$ cat src/rtl/fft_pkg.sv
// Shared FFT types: FSM state encoding and packed twiddle field layout.
// Twiddles are {real, imag}, each signed Q1.14 in a 16-bit half-word.
package fft_pkg;

    localparam int TF_WIDTH = 32;
    localparam int HALF_W   = 16;
    localparam int RE_MSB   = 31;
    localparam int RE_LSB   = 16;
    localparam int IM_MSB   = 15;
    localparam int IM_LSB   = 0;

    typedef enum logic [1:0] {
        ST_IDLE  = 2'd0,
        ST_RUN   = 2'd1,
        ST_DRAIN = 2'd2
    } tf_state_e;

    // Complex conjugate; the single unrepresentable negation saturates.
    function automatic logic [TF_WIDTH-1:0] tf_conj(
        input logic [TF_WIDTH-1:0] tf
    );
        logic [HALF_W-1:0] im;
        logic [HALF_W-1:0] neg;
        im = tf[IM_MSB:IM_LSB];
        if (im == 16'h8000) begin
            neg = 16'h7fff;
        end else begin
            neg = (~im) + 16'd1;
        end
        return {tf[RE_MSB:RE_LSB], neg};
    endfunction

endpackage

$ cat src/rtl/tf_skid_fifo.sv
// Two-entry FIFO holding ROM returns tagged with stage and butterfly.
// Head is presented directly from storage so it stays stable under stall.
module tf_skid_fifo
    import fft_pkg::*;
#(
    parameter int DW = 32,
    parameter int SW = 2,
    parameter int BW = 3
) (
    input  logic          clk,
    input  logic          rst_n,
    input  logic          push,
    input  logic [DW-1:0] push_tf,
    input  logic [SW-1:0] push_stage,
    input  logic [BW-1:0] push_bfly,
    input  logic          pop,
    output logic          head_valid,
    output logic [DW-1:0] head_tf,
    output logic [SW-1:0] head_stage,
    output logic [BW-1:0] head_bfly,
    output logic [1:0]    count
);

    logic [DW-1:0] tf_q    [2];
    logic [SW-1:0] stage_q [2];
    logic [BW-1:0] bfly_q  [2];
    logic          wr_ptr_q;
    logic          rd_ptr_q;
    logic [1:0]    cnt_q;
    logic          do_push;
    logic          do_pop;

    assign do_pop  = pop && (cnt_q != 2'd0);
    assign do_push = push && ((cnt_q != 2'd2) || do_pop);

    // Entry storage: write the tail slot on push.
    always_ff @(posedge clk) begin
        if (!rst_n) begin
            for (int i = 0; i < 2; i++) begin
                tf_q[i]    <= '0;
                stage_q[i] <= '0;
                bfly_q[i]  <= '0;
            end
        end else if (do_push) begin
            tf_q[wr_ptr_q]    <= push_tf;
            stage_q[wr_ptr_q] <= push_stage;
            bfly_q[wr_ptr_q]  <= push_bfly;
        end
    end

    // Pointers and occupancy.
    always_ff @(posedge clk) begin
        if (!rst_n) begin
            wr_ptr_q <= 1'b0;
            rd_ptr_q <= 1'b0;
            cnt_q    <= 2'd0;
        end else begin
            if (do_push) begin
                wr_ptr_q <= ~wr_ptr_q;
            end
            if (do_pop) begin
                rd_ptr_q <= ~rd_ptr_q;
            end
            unique case ({do_push, do_pop})
                2'b10:   cnt_q <= cnt_q + 2'd1;
                2'b01:   cnt_q <= cnt_q - 2'd1;
                default: cnt_q <= cnt_q;
            endcase
        end
    end

    assign head_valid = (cnt_q != 2'd0);
    assign head_tf    = tf_q[rd_ptr_q];
    assign head_stage = stage_q[rd_ptr_q];
    assign head_bfly  = bfly_q[rd_ptr_q];
    assign count      = cnt_q;

endmodule

$ cat src/rtl/twiddle_fetch.sv
// Twiddle fetch sequencer: walks the FFT stage/butterfly schedule, reads
// the ROM and streams tagged twiddles. TWIDDLE_FETCH_CONJ_EN conjugates.
module twiddle_fetch
    import fft_pkg::*;
#(
    parameter int N        = 16,
    parameter int LOG_N    = 4,
    parameter int TF_WIDTH = fft_pkg::TF_WIDTH
) (
    input  logic                     clk,
    input  logic                     rst_n,
    input  logic                     start,
    output logic [LOG_N-2:0]         tf_addr,
    output logic                     tf_addr_nd,
    input  logic [TF_WIDTH-1:0]      tf_in,
    output logic                     out_valid,
    input  logic                     out_ready,
    output logic [TF_WIDTH-1:0]      out_tf,
    output logic [$clog2(LOG_N)-1:0] out_stage,
    output logic [LOG_N-2:0]         out_bfly,
    output logic                     busy,
    output logic                     done
);

    localparam int BW = LOG_N - 1;
    localparam int SW = $clog2(LOG_N);
    localparam logic [BW-1:0] B_LAST = BW'(N / 2 - 1);
    localparam logic [SW-1:0] S_LAST = SW'(LOG_N - 1);

    tf_state_e     state_q;
    tf_state_e     state_d;
    logic [BW-1:0] b_q;
    logic [SW-1:0] s_q;
    logic          pend_q;
    logic [BW-1:0] pend_b_q;
    logic [SW-1:0] pend_s_q;
    logic          issue;
    logic          last_issue;
    logic          pop;
    logic          head_last;
    logic          credit;
    logic [1:0]    fifo_cnt;
    logic [2:0]    occ;
    logic [BW-1:0] b_mask;
    logic [BW-1:0] addr_raw;
    logic [TF_WIDTH-1:0] cap_tf;

    assign pop        = out_valid && out_ready;
    assign last_issue = (b_q == B_LAST) && (s_q == S_LAST);
    assign head_last  = (out_bfly == B_LAST) && (out_stage == S_LAST);

    // A read may only launch if its data is guaranteed a FIFO slot even
    // if the consumer stalls from now on; a pop this cycle frees one.
    assign occ    = {1'b0, fifo_cnt} + {2'b00, pend_q} - {2'b00, pop};
    assign credit = (occ < 3'd2);

    // Stage s repeats every 2^s butterflies, spread across the ROM.
    assign b_mask   = ~({BW{1'b1}} << s_q);
    assign addr_raw = (b_q & b_mask) << (BW - int'(s_q));

`ifdef TWIDDLE_FETCH_CONJ_EN
    assign cap_tf = tf_conj(tf_in);
`else
    assign cap_tf = tf_in;
`endif

    // State register.
    always_ff @(posedge clk) begin
        if (!rst_n) begin
            state_q <= ST_IDLE;
        end else begin
            state_q <= state_d;
        end
    end

    // Next-state: start only honoured from IDLE, so re-starts are ignored.
    always_comb begin
        state_d = state_q;
        unique case (state_q)
            ST_IDLE: begin
                if (start) begin
                    state_d = ST_RUN;
                end
            end
            ST_RUN: begin
                if (issue && last_issue) begin
                    state_d = ST_DRAIN;
                end
            end
            ST_DRAIN: begin
                if (pop && head_last) begin
                    state_d = ST_IDLE;
                end
            end
            default: state_d = ST_IDLE;
        endcase
    end

    // Outputs: the first strobe launches in the start cycle itself.
    always_comb begin
        issue = 1'b0;
        if (rst_n && credit) begin
            if (state_q == ST_RUN) begin
                issue = 1'b1;
            end else if ((state_q == ST_IDLE) && start) begin
                issue = 1'b1;
            end
        end
        tf_addr_nd = issue;
        tf_addr    = issue ? addr_raw : '0;
        busy       = (state_q != ST_IDLE);
    end

    // Schedule counters and the one-deep read-in-flight tag.
    always_ff @(posedge clk) begin
        if (!rst_n) begin
            b_q      <= '0;
            s_q      <= '0;
            pend_q   <= 1'b0;
            pend_b_q <= '0;
            pend_s_q <= '0;
        end else begin
            pend_q <= issue;
            if (issue) begin
                pend_b_q <= b_q;
                pend_s_q <= s_q;
                if (b_q == B_LAST) begin
                    b_q <= '0;
                    s_q <= last_issue ? '0 : s_q + 1'b1;
                end else begin
                    b_q <= b_q + 1'b1;
                end
            end
        end
    end

    // Done pulses the cycle after the final handshake.
    always_ff @(posedge clk) begin
        if (!rst_n) begin
            done <= 1'b0;
        end else begin
            done <= (state_q == ST_DRAIN) && pop && head_last;
        end
    end

    tf_skid_fifo #(
        .DW (TF_WIDTH),
        .SW (SW),
        .BW (BW)
    ) u_fifo (
        .clk        (clk),
        .rst_n      (rst_n),
        .push       (pend_q),
        .push_tf    (cap_tf),
        .push_stage (pend_s_q),
        .push_bfly  (pend_b_q),
        .pop        (pop),
        .head_valid (out_valid),
        .head_tf    (out_tf),
        .head_stage (out_stage),
        .head_bfly  (out_bfly),
        .count      (fifo_cnt)
    );

endmodule
$ cat config.mk
export PLATFORM = sky130hd
export DESIGN_NAME = twiddle_fetch
export DESIGN_NICKNAME = d
export VERILOG_FILES = /design/src/rtl/fft_pkg.sv /design/src/rtl/tf_skid_fifo.sv /design/src/rtl/twiddle_fetch.sv
export SDC_FILE = /design/constraint.sdc
export NUM_CORES = 1
export LEC_CHECK = 0
export BUFFER_PORTS_ARGS = -buffer_cell sky130_fd_sc_hd__buf_4
export CORE_AREA = 5 5 108 80
export DETAILED_ROUTE_END_ITERATION = 8
export DIE_AREA = 0 0 113 85
export PLACE_DENSITY = 0.89
export SLEW_MARGIN = 0
export SYNTH_ARGS = -nofsm -noshare
export SYNTH_HDL_FRONTEND = slang
export SYNTH_HIERARCHICAL = 1
export SYNTH_SLANG_ARGS = --single-unit
$ cat constraint.sdc
create_clock -name clk -period 12.25 [get_ports clk]
set_input_delay 1.8375 -clock clk [delete_from_list [all_inputs] [get_ports clk]]
set_output_delay 1.8375 -clock clk [all_outputs]
set_load 0.005 [all_outputs]
==> flow_metrics.env, run 1 <==
export IMPL_cts_tree="done"
export IMPL_timing_critical_path_required_ns=10.41
export IMPL_share_seq_of_total_power=0.484
export IMPL_dp_hpwl_microns=5150
export IMPL_cts_hold_fix_buffers=0
export IMPL_max_slew_worst_pin_slew_ns=0.988
export IMPL_grt_first_pass_wirelength_microns=13000
export IMPL_first_pass_iters=4
export IMPL_synth_edf_count=74
export IMPL_yosys_most_used_dff="edfxtp_1"
export IMPL_layout_cells_sized_above_1=0.444
export IMPL_synthesis_nets=350
export IMPL_row_count=27
export IMPL_p_int_uw=674
export IMPL_worst_setup_path_endpoint="tf_addr[0]"
export IMPL_ir_drop_v=0.0000946
export IMPL_cellPowerDensity_nw_per_um2=178
export IMPL_clock_tree_buffer_depth=2
export IMPL_yosys_top_cells_area="edfxtp_1 (52%), mux2_2 (9.8%), dfxtp_1 (8.9%)"
export IMPL_post_route_min_period_ns=5.91
export IMPL_place_congestion=0.789
export IMPL_synthAdderAreaFrac=0.0224
export IMPL_dr_total_vias=2556
export IMPL_ctsRootBufferMaster="clkbuf_8"
export IMPL_proportion_of_register_bits_with_asynchronous_set_or_reset_after_synthesis=0
export IMPL_power_share_clock=0.260
export IMPL_place_port_buffers=79
export IMPL_switching_share=0.257
export IMPL_setup_reg_to_reg_worst_slack_ns=9.42
export IMPL_reg_to_reg_critical_path_startpoint="u_fifo/count[1]"
export IMPL_cts_made_buffers=9
export IMPL_synth_commonest_cells="edfxtp_1 (74), and2_1 (50), mux2_2 (37), and2_4 (20), dfxtp_1 (19)"
export IMPL_synth_top_area_frac=0.522
export IMPL_p_leak_nw=2.09
export IMPL_drc=0
export IMPL_dieHeight_microns=85
export IMPL_synth_simple_gate_area_frac=0.189
export IMPL_finalCritPeriodShare=0.483
export IMPL_max_freq_mhz=169
export IMPL_timing_reg2reg_worst_path_depth=5
export IMPL_post_drt_wl_per_cell_microns=16.1
export IMPL_syn_avg_cell_area_sq_um=13.9
export IMPL_cts_resized=0
export IMPL_post_synth_mux_area_share=0.0979
export IMPL_post_drt_via_cell_ratio=5.24
export IMPL_postSynthCellCount=307
export IMPL_number_of_diodes_added_for_antenna_fixing=0
export IMPL_rsz0062_at_grt="no"
export IMPL_timing_critical_path_from_type="input pin"
export IMPL_number_of_antenna_violations_at_the_first_check_in_global_routing=0
export IMPL_cp_end_kind="primary output"
export IMPL_fin_worst_skew_ns=0.0102
export IMPL_pwr_share_comb=0.256
export IMPL_critical_path_arrival_ns=4.08
export IMPL_cts_setup_buffers=0
export IMPL_final_hold_viol_count=0
export IMPL_synth_seq_cells=93
export IMPL_setup_viol=0
export IMPL_run_status="finished, final reports clean"
export IMPL_grt_max_degree=39
export IMPL_netlist_cell_type_count=42
export IMPL_final_setup_tns_ns=0
export IMPL_yosysSeqAreaShare=0.612
export IMPL_synth_top_family_by_area="simple AND/OR/NAND/NOR gates"
export IMPL_worstReg2RegEnd="u_fifo/tf_q[1][18]"
export IMPL_grt_overflow=0
export IMPL_worstSetupPathType="input pin to primary output"
export IMPL_slew_viol_final=0
export IMPL_clk_lat_worst_skew_ns=0.35
export IMPL_fin_worst_hold_slack_ns=0.473
export IMPL_clk_pin_slew_ns=0.09
export IMPL_core_sq_um=7530
export IMPL_synthXorXnorAreaFrac=0.0100
export IMPL_io_pins=80
export IMPL_synth_most_common_cell="edfxtp_1"
export IMPL_track_usage=0.172
export IMPL_start_util=0.565
export IMPL_ys_warnings_count=6
export IMPL_critical_path_peak_fanout=23
export IMPL_die_width_microns=113
export IMPL_holdPathStages=2
export IMPL_num_nets_final=426
export IMPL_synth_compound_area_share=0.0359
export IMPL_max_cap_violations=0
export IMPL_post_synth_top_area_cell="edfxtp_1"
export IMPL_first_global_vias=2707
export IMPL_layout_area_growth_over_synthesis_pct=20.1
export IMPL_max_slew_margin_rel=0.341
export IMPL_totalWireLength_microns=7860
export IMPL_detail_route_antenna_nets=0
export IMPL_crit_path_start="out_ready"
export IMPL_drt_iter0_markers=95
export IMPL_cts_sinks=93
export IMPL_h_tree_depth=3
export IMPL_p_switching_uw=233
export IMPL_worst_hold_path_type="register to register"
export IMPL_syn_area_sq_um=4250
export IMPL_floorplan_die_area_sq_um=9610
==> worst min path at each step <==
stage                      startpoint           to  slack, ns
after global routing      pend_s_q[0]  pend_s_q[0]       0.52
after global placement    pend_b_q[0]  pend_b_q[0]       0.46
final                     pend_s_q[0]  pend_s_q[0]       0.47
after floorplan           pend_s_q[1]  pend_s_q[1]       0.44
after detailed placement  pend_s_q[0]  pend_s_q[0]       0.46
after CTS                 pend_s_q[0]  pend_s_q[0]       0.48
==> cell usage in the layout (no fill, tap or decap), types with 3 or more instances in the layout <==
cell and count:
o21ai_0 9, a21o_1 3, and3_1 3, mux2_2 37, and2_4 20, nand3_1 3
clkbuf_8 9, dfxtp_1 18, buf_4 80, bufinv_16 3, ha_1 6, edfxtp_1 74
nor2_1 5, inv_1 4, and2_1 50, a21oi_1 3, and2_2 8, nand2_1 18
xnor2_1 3
==> per-layer routing <==
metal | routed length [microns] | track usage | part of all wire
met3 | 387 | 0.0428 | 0.049
met2 | 3980 | 0.306 | 0.51
met5 | 0 | 0 | 0
met4 | 71 | 0.0426 | 0.0090
met1 | 3410 | 0.210 | 0.43
==> registers in the layout (all words and copies together), names as in the netlist, named ones only <==
register	cells
done	1
u_fifo/count	2
u_fifo/stage_q	4
pend_q	1
s_q	2
pend_s_q	2
u_fifo/tf_q	64
b_q	3
state_q	2
u_fifo/rd_ptr_q	1
pend_b_q	3
u_fifo/bfly_q	6
u_fifo/wr_ptr_q	1
==> power by group through the flow <==
stage,combinational [mW],clock (mW),sequential (mW)
after floorplan,0.149,0,0.435
after global placement,0.228,0,0.442
after detailed placement,0.235,0,0.446
after CTS,0.237,0.239,0.440
after global routing,0.255,0.255,0.446
final,0.233,0.236,0.439
==> through the flow <==
stage	util	std cells	worst slack [ns]	power, mW	cell area, sq um
finish	0.678	488	6.34	0.907	5110
global route	0.678	488	6.20	0.955	5110
CTS	0.678	488	6.33	0.915	5110
detailed placement	0.647	473	6.34	0.681	4870
global placement	0.647	473	6.47	0.670	4870
floorplan	-	307	6.85	0.584	4250
==> area by class of cell <==
class,instances,area (sq um)
flip-flops and latches,93,2600
fillers,533,2430
multi-input cells,195,1530
repair buffers,80,601
well taps,101,126
clock buffers,9,124
clock inverters,6,111
inverters,4,15.0
==> cells by family (layout without fill, tap and decap cells) <==
| family | after synthesis | count (layout) |
|---|---|---|
| flip-flops | 93 | 93 |
| AO/OA/AOI/OAI | 23 | 23 |
| multiplexers | 37 | 37 |
| adder cells (fa/ha/maj) | 7 | 7 |
| XOR/XNOR | 4 | 4 |
| AND/OR/NAND/NOR | 124 | 124 |
| buffers and inverters | 19 | 99 |
==> critical path, cell delays in order <==
cell	delay (ns)
buf_4	0.11
and2_1	0.16
ha_1	0.29
nand2b_1	0.16
fa_1	0.42
xnor2_2	0.22
o2111a_2	0.46
nand2_1	0.16
nor2_1	0.13
buf_4	0.12
No activity file was read; power rests on OpenSTA's default activity.
==> run 2: changes to the inputs <==
--- a/config.mk
+++ b/config.mk
@@ -5,11 +5,12 @@
 export SDC_FILE = /design/constraint.sdc
 export NUM_CORES = 1
 export LEC_CHECK = 0
+export ABC_AREA = 1
 export BUFFER_PORTS_ARGS = -buffer_cell sky130_fd_sc_hd__buf_4
-export CORE_AREA = 5 5 108 80
+export CORE_AREA = 5 5 111 82
 export DETAILED_ROUTE_END_ITERATION = 8
-export DIE_AREA = 0 0 113 85
-export PLACE_DENSITY = 0.89
+export DIE_AREA = 0 0 116 87
+export PLACE_DENSITY = 0.85
 export SLEW_MARGIN = 0
 export SYNTH_ARGS = -nofsm -noshare
 export SYNTH_HDL_FRONTEND = slang
==> constraint.sdc (replaced) <==
create_clock -name clk -period 5.6 [get_ports clk]
set_input_delay 0.84 -clock clk [delete_from_list [all_inputs] [get_ports clk]]
set_output_delay 0.84 -clock clk [all_outputs]
set_load 0.005 [all_outputs]
==> run 2 against run 1 <==
Critical path type is now register to primary output. Clock power grew to 2.6 times the previous value. Largest power group unchanged. Clock skew fell by 0.0064 ns. Non-clock buffer count did not move. Synthesized cell count increased by 23%. Highest routed layer unchanged.
==> flow_metrics.env, run 2 <==
export IMPL_dr_total_vias=2780
export IMPL_placed_cell_area_sq_um=4850
export IMPL_final_area_sq_um=5160
export IMPL_finalCritPeriodShare=0.650
export IMPL_synth_most_common_cell="nor2_1"
export IMPL_fin_worst_skew_ns=0.00380
export IMPL_grt_first_pass_wirelength_microns=12500
export IMPL_fin_worst_hold_slack_ns=0.471
export IMPL_place_congestion=0.784
export IMPL_clk_lat_worst_skew_ns=0.33
export IMPL_first_pass_iters=4
export IMPL_max_cap_violations=0
export IMPL_critical_path_arrival_ns=2.80
export IMPL_run_status="finished, final reports clean"
export IMPL_track_usage=0.161
export IMPL_proportion_of_register_bits_with_asynchronous_set_or_reset_after_synthesis=0
export IMPL_syn_avg_cell_area_sq_um=11.2
export IMPL_largest_register_ffs=64
export IMPL_placed_cells=549
export IMPL_start_util=0.524
export IMPL_setup_viol=0
export IMPL_first_global_vias=2718
export IMPL_final_setup_tns_ns=0
export IMPL_clock_tree_buffer_depth=2
export IMPL_cts_sinks=93
export IMPL_clk_pin_slew_ns=0.07
export IMPL_drt_iter0_markers=123
export IMPL_post_drt_via_cell_ratio=4.92
export IMPL_cts_hold_fix_buffers=0
export IMPL_worst_hold_path_type="register to register"
export IMPL_grt_overflow=0
export IMPL_yosys_most_used_dff="edfxtp_1"
export IMPL_holdPathStages=2
export IMPL_worstSetupPathType="register to primary output"
export IMPL_slew_viol_final=0
export IMPL_max_flop_register="u_fifo/tf_q"
export IMPL_setup_reg_to_reg_worst_slack_ns=2.29
export IMPL_synth_seq_cells=93
export IMPL_synth_commonest_cells="nor2_1 (90), edfxtp_1 (74), inv_1 (55), mux2_2 (37), nand2_1 (32)"
export IMPL_detail_route_antenna_nets=0
export IMPL_cts_setup_buffers=0
export IMPL_place_port_buffers=79
export IMPL_timing_critical_path_from_type="register"
export IMPL_syn_area_sq_um=4220
export IMPL_postSynthCellCount=378
export IMPL_yosysSeqAreaShare=0.616
export IMPL_grt_max_degree=40
export IMPL_layout_cells_sized_above_1=0.337
export IMPL_layout_cells_non_filler=565
export IMPL_timing_critical_path_required_ns=4.76
export IMPL_ys_warnings_count=6
export IMPL_synthesis_nets=421
export IMPL_cp_end_kind="primary output"
export IMPL_layout_area_growth_over_synthesis_pct=22.2
export IMPL_num_nets_final=498
export IMPL_drc=0
export IMPL_crit_path_start="u_fifo/count[1]"
export IMPL_ctsRootBufferMaster="clkbuf_16"
export IMPL_floorplan_die_area_sq_um=10100
export IMPL_max_slew_worst_pin_slew_ns=1.03
export IMPL_rsz0062_at_grt="no"
export IMPL_synth_top_area_frac=0.526
export IMPL_final_hold_viol_count=0
export IMPL_number_of_antenna_violations_at_the_first_check_in_global_routing=0
export IMPL_row_count=28
export IMPL_io_pins=80
export IMPL_h_tree_depth=3
export IMPL_highest_count_cells_in_the_layout_ignoring_fill_and_taps="nor2_1 (90), buf_4 (80), edfxtp_1 (74), inv_1 (55), mux2_2 (37)"
export IMPL_dieHeight_microns=87
export IMPL_ir_drop_v=0.000226
export IMPL_core_sq_um=8060
export IMPL_post_drt_wl_per_cell_microns=14.0
export IMPL_final_common_cell="nor2_1"
export IMPL_worstReg2RegEnd="u_fifo/tf_q[0][4]"
export IMPL_cellPowerDensity_nw_per_um2=395
export IMPL_critical_path_peak_fanout=11
export IMPL_totalWireLength_microns=7930
export IMPL_cts_made_buffers=9
export IMPL_hp_start="pend_s_q[1]"
export IMPL_number_of_diodes_added_for_antenna_fixing=0
export IMPL_cts_tree="done"
export IMPL_max_freq_mhz=275
export IMPL_reg_to_reg_critical_path_startpoint="u_fifo/count[1]"
export IMPL_yosys_top_cells_area="edfxtp_1 (53%), mux2_2 (9.9%), dfxtp_1 (9.0%)"
export IMPL_post_route_min_period_ns=3.64
export IMPL_timing_reg2reg_worst_path_depth=7
export IMPL_cts_resized=0
export IMPL_max_slew_margin_rel=0.313
export IMPL_worst_hold_path_endpoint="pend_s_q[1]"
export IMPL_synth_edf_count=74
export IMPL_netlist_cell_type_count=28
export IMPL_dp_hpwl_microns=5300
export IMPL_p_leak_nw=2.26
export IMPL_post_synth_top_area_cell="edfxtp_1"
export IMPL_die_width_microns=116
export IMPL_num_fill_cells=648
export IMPL_layout_top_registers="u_fifo/tf_q: 64 flops, u_fifo/bfly_q: 6 flops, u_fifo/stage_q: 4 flops"
run 2: changes by cell type in the layout (fill, tap and decap cells not counted), moves of 9 or more:
cell	before	now
clkbuf_8	9	0
inv_1	4	55
nand2_1	18	30
nor2_1	5	90
clkbuf_16	0	9
and2_4	20	0
and2_1	50	0
run 2: through the flow:
step           setup slack, ns  power [mW]  utilization
4_1_cts                   1.90        2.06        0.640
3_3_place_gp              2.08        1.42        0.602
2_1_floorplan             2.36        1.25            -
5_1_grt                   1.71        2.15        0.640
6_report                  1.96        2.04        0.640
3_5_place_dp              1.99        1.45        0.602
run 2: critical path, cell delays in order (launching register included):
cell and delay, ns:
dfxtp_1 0.50, inv_1 0.07, nand2_1 0.10, nand2_1 0.07, inv_1 0.10, ha_1 0.24
inv_1 0.06, nand2_1 0.05, fa_1 0.50, nand2_2 0.06, inv_2 0.07, nand2_4 0.07
inv_2 0.06, nand2_2 0.15, a221oi_2 0.22, buf_4 0.15
run 2: routing by layer:
layer  up-vias  share of wire  GRT usage  routed length, microns
met5         -              0          0                       0
met4         0         0.0056     0.0495                      44
li1       1388              -          -                       -
met2        79           0.49      0.272                    3910
met1      1307           0.44      0.205                    3450
met3         6          0.065     0.0417                     519
run 2: layout make-up:
type,instances,area [sq um],area share
Clock buffer,9,225,0.0437
Clock inverter,7,83.8,0.0163
Inverter,61,229,0.0444
Multi-Input combinational cell,210,1280,0.249
Sequential cell,93,2600,0.505
Tap cell,105,131,0.0255
Timing Repair Buffer,80,601,0.116
run 2: worst max-delay path by stage:
stage               cells past startpoint            endpoint
finish                                 15          tf_addr[2]
floorplan                              13          tf_addr[2]
global route                           15          tf_addr[2]
global placement                        6  u_fifo/tf_q[0][17]
detailed placement                     14          tf_addr[2]
CTS                                    15          tf_addr[2]
run 2: kinds of logic (layout without fill, tap and decap cells):
family / count (synthesis) / count (layout) / synth area share
flops: 93 / 93 / 0.616
mux: 37 / 37 / 0.0987
compound gates: 21 / 21 / 0.0273
simple gates: 145 / 145 / 0.154
fa+ha+maj: 7 / 7 / 0.0225
buf+inv: 75 / 157 / 0.0806
run 2: power by group:
| part | internal (mW) | switching (mW) |
|---|---|---|
| clock network | 0.353 | 0.256 |
| registers | 0.872 | 0.0592 |
| logic | 0.235 | 0.263 |
==> run 3: changes to the inputs <==
--- a/config.mk
+++ b/config.mk
@@ -5,12 +5,12 @@
 export SDC_FILE = /design/constraint.sdc
 export NUM_CORES = 1
 export LEC_CHECK = 0
-export ABC_AREA = 1
+export ABC_AREA = 0
 export BUFFER_PORTS_ARGS = -buffer_cell sky130_fd_sc_hd__buf_4
-export CORE_AREA = 5 5 111 82
+export CORE_AREA = 5 5 117 86
 export DETAILED_ROUTE_END_ITERATION = 8
-export DIE_AREA = 0 0 116 87
-export PLACE_DENSITY = 0.85
+export DIE_AREA = 0 0 122 91
+export PLACE_DENSITY = 0.81
 export SLEW_MARGIN = 0
 export SYNTH_ARGS = -nofsm -noshare
 export SYNTH_HDL_FRONTEND = slang
==> constraint.sdc (replaced) <==
create_clock -name clk -period 3.13 [get_ports clk]
set_input_delay 0.4695 -clock clk [delete_from_list [all_inputs] [get_ports clk]]
set_output_delay 0.4695 -clock clk [all_outputs]
set_load 0.005 [all_outputs]
==> run 3 against run 2 <==
Design area rose by 2.6%. Hold slack got worse by 0.084 ns. Sequential share of layout area fell by 1.2 points. Highest routed layer unchanged. Largest power group unchanged. Register-to-register slack got worse by 1.6 ns. First-iteration DRC count rose by 21%.
==> flow_metrics.env, run 3 (synthesis results as in run 1) <==
export IMPL_final_common_cell="buf_4"
export IMPL_grt_met2_usage=0.256
export IMPL_cp_end_kind="primary output"
export IMPL_place_port_buffers=79
export IMPL_p_leak_nw=2.17
export IMPL_post_drt_via_cell_ratio=5.02
export IMPL_largest_register_ffs=64
export IMPL_cts_made_buffers=9
export IMPL_highest_count_cells_in_the_layout_ignoring_fill_and_taps="buf_4 (90), edfxtp_1 (74), and2_1 (49), mux2_2 (37), and2_4 (21)"
export IMPL_cts_sinks=93
export IMPL_finalCritPeriodShare=0.950
export IMPL_ctsRootBufferMaster="clkbuf_16"
export IMPL_setup_viol=0
export IMPL_detail_route_antenna_nets=0
export IMPL_grt_busiest_layer="met2"
export IMPL_max_cap_violations=0
export IMPL_final_setup_tns_ns=0
export IMPL_core_sq_um=8820
export IMPL_number_of_antenna_violations_at_the_first_check_in_global_routing=0
export IMPL_dieHeight_microns=91
export IMPL_ir_drop_v=0.000376
export IMPL_track_usage=0.148
export IMPL_grt_max_degree=39
export IMPL_dr_total_vias=2620
export IMPL_global_route_usage_met3=0.0516
export IMPL_totalWireLength_microns=8050
export IMPL_num_nets_final=436
export IMPL_max_slew_worst_pin_slew_ns=0.518
export IMPL_grt_overflow=0
export IMPL_p_int_mw=2.72
export IMPL_number_of_diodes_added_for_antenna_fixing=0
export IMPL_switching_share=0.267
export IMPL_ff_latch_area_sq_um=2610
export IMPL_critical_path_peak_fanout=4
export IMPL_timing_critical_path_required_ns=2.66
export IMPL_start_util=0.482
export IMPL_slew_viol_final=0
export IMPL_dp_hpwl_microns=5290
export IMPL_floorplan_die_area_sq_um=11100
export IMPL_final_hold_viol_count=0
export IMPL_max_slew_margin_rel=0.655
export IMPL_clk_pin_slew_ns=0.06
export IMPL_worst_hold_path_type="input pin to register"
export IMPL_setup_reg_to_reg_worst_slack_ns=0.68
export IMPL_place_congestion=0.805
export IMPL_cellPowerDensity_nw_per_um2=701
export IMPL_fin_worst_skew_ns=0.00708
export IMPL_pwr_share_comb=0.274
export IMPL_grt_util_met1=0.176
export IMPL_first_global_vias=2631
export IMPL_drt_iter0_markers=149
export IMPL_share_seq_of_total_power=0.458
export IMPL_num_fill_cells=707
export IMPL_die_width_microns=122
export IMPL_row_count=29
export IMPL_h_tree_depth=3
export IMPL_utilization=0.600
export IMPL_p_switching_uw=989
export IMPL_fin_worst_hold_slack_ns=0.386
export IMPL_grt_first_pass_wirelength_microns=12800
export IMPL_worstSetupPathType="register to primary output"
export IMPL_clk_lat_worst_skew_ns=0.34
export IMPL_first_pass_iters=4
export IMPL_layout_cells_sized_above_1=0.480
export IMPL_io_pins=80
export IMPL_layout_top_registers="u_fifo/tf_q: 64 flops, u_fifo/bfly_q: 6 flops, u_fifo/stage_q: 4 flops"
export IMPL_post_drt_wl_per_cell_microns=15.4
export IMPL_power_share_clock=0.268
export IMPL_timing_critical_path_from_type="register"
export IMPL_critical_path_arrival_ns=2.50
export IMPL_total_power_mw=3.71
export IMPL_layout_area_growth_over_synthesis_pct=24.4
export IMPL_rsz0062_at_grt="no"
export IMPL_multi_input_comb_area_sq_um=1560
export IMPL_post_route_min_period_ns=2.97
export IMPL_cts_tree="done"
export IMPL_clock_tree_buffer_depth=2
export IMPL_drc=0
export IMPL_max_freq_mhz=336
export IMPL_run_status="finished, final reports clean"
export IMPL_max_flop_register="u_fifo/tf_q"
[run 3: cell count changes in the layout (fill, tap and decap cells not counted), sizes merged, moves of 4 or more]
| cell | change |
|---|---|
| inv | -58 |
| a21oi | -8 |
| nor2 | -87 |
| buf | +10 |
| xnor2 | +4 |
| and2 | +78 |
| nand2 | -20 |
[run 3: final timing paths]
| kind | startpoint | to | cells past startpoint |
|---|---|---|---|
| min | start | state_q[0] | 2 |
| max | u_fifo/count[0] | tf_addr[1] | 10 |
| min reg2reg | pend_b_q[2] | pend_b_q[2] | 2 |
| max reg2reg | u_fifo/count[0] | u_fifo/tf_q[1][29] | 7 |
[run 3: what timing repair did]
item	CTS	global route
endpoints found under the setup margin	4	4
hold buffers	0	0
gates resized for setup	5	5
setup buffers	3	1
pin swaps	5	7
[run 3: metrics by stage]
| step | area (sq um) | instances | setup WS (ns) |
|---|---|---|---|
| global placement | 4950 | 502 | 0.286 |
| detailed placement | 4950 | 502 | 0.179 |
| global route | 5290 | 522 | 0.0430 |
| CTS | 5260 | 521 | 0.0139 |
| finish | 5290 | 522 | 0.156 |
| floorplan | 4250 | 307 | 0.0260 |
[run 3: layout make-up]
| class | instances | share of cell area |
|---|---|---|
| clock buffer | 10 | 0.0433 |
| timing repair buffer | 90 | 0.128 |
| sequential | 93 | 0.493 |
| multi-input combinational | 195 | 0.295 |
| clock inverter | 6 | 0.00899 |
| tap | 124 | 0.0293 |
| inverter | 4 | 0.00284 |
[run 3: worst max-delay path, stage by stage (launching register included)]
cell and delay, ns:
dfxtp_2 0.32, or2_4 0.25, and2_4 0.16, ha_4 0.22
nand2b_4 0.13, fa_2 0.35, xnor2_2 0.17, o2111a_2 0.27
nand2_2 0.09, nor2_2 0.09, buf_4 0.11
[run 3: power groups by stage]
stage | clock network [mW] | registers, mW | logic, mW
3_3_place_gp | 0 | 1.71 | 0.954
2_1_floorplan | 0 | 1.70 | 0.584
3_5_place_dp | 0 | 1.72 | 0.978
5_1_grt | 1.07 | 1.72 | 1.10
4_1_cts | 1.02 | 1.70 | 1.02
6_report | 0.993 | 1.70 | 1.01
[run 3: metal layers]
| metal | vias to the layer above | part of all wire |
|---|---|---|
| met4 | 0 | 0.011 |
| met2 | 70 | 0.50 |
| met3 | 8 | 0.069 |
| li1 | 1250 | - |
| met5 | - | 0 |
| met1 | 1292 | 0.42 |
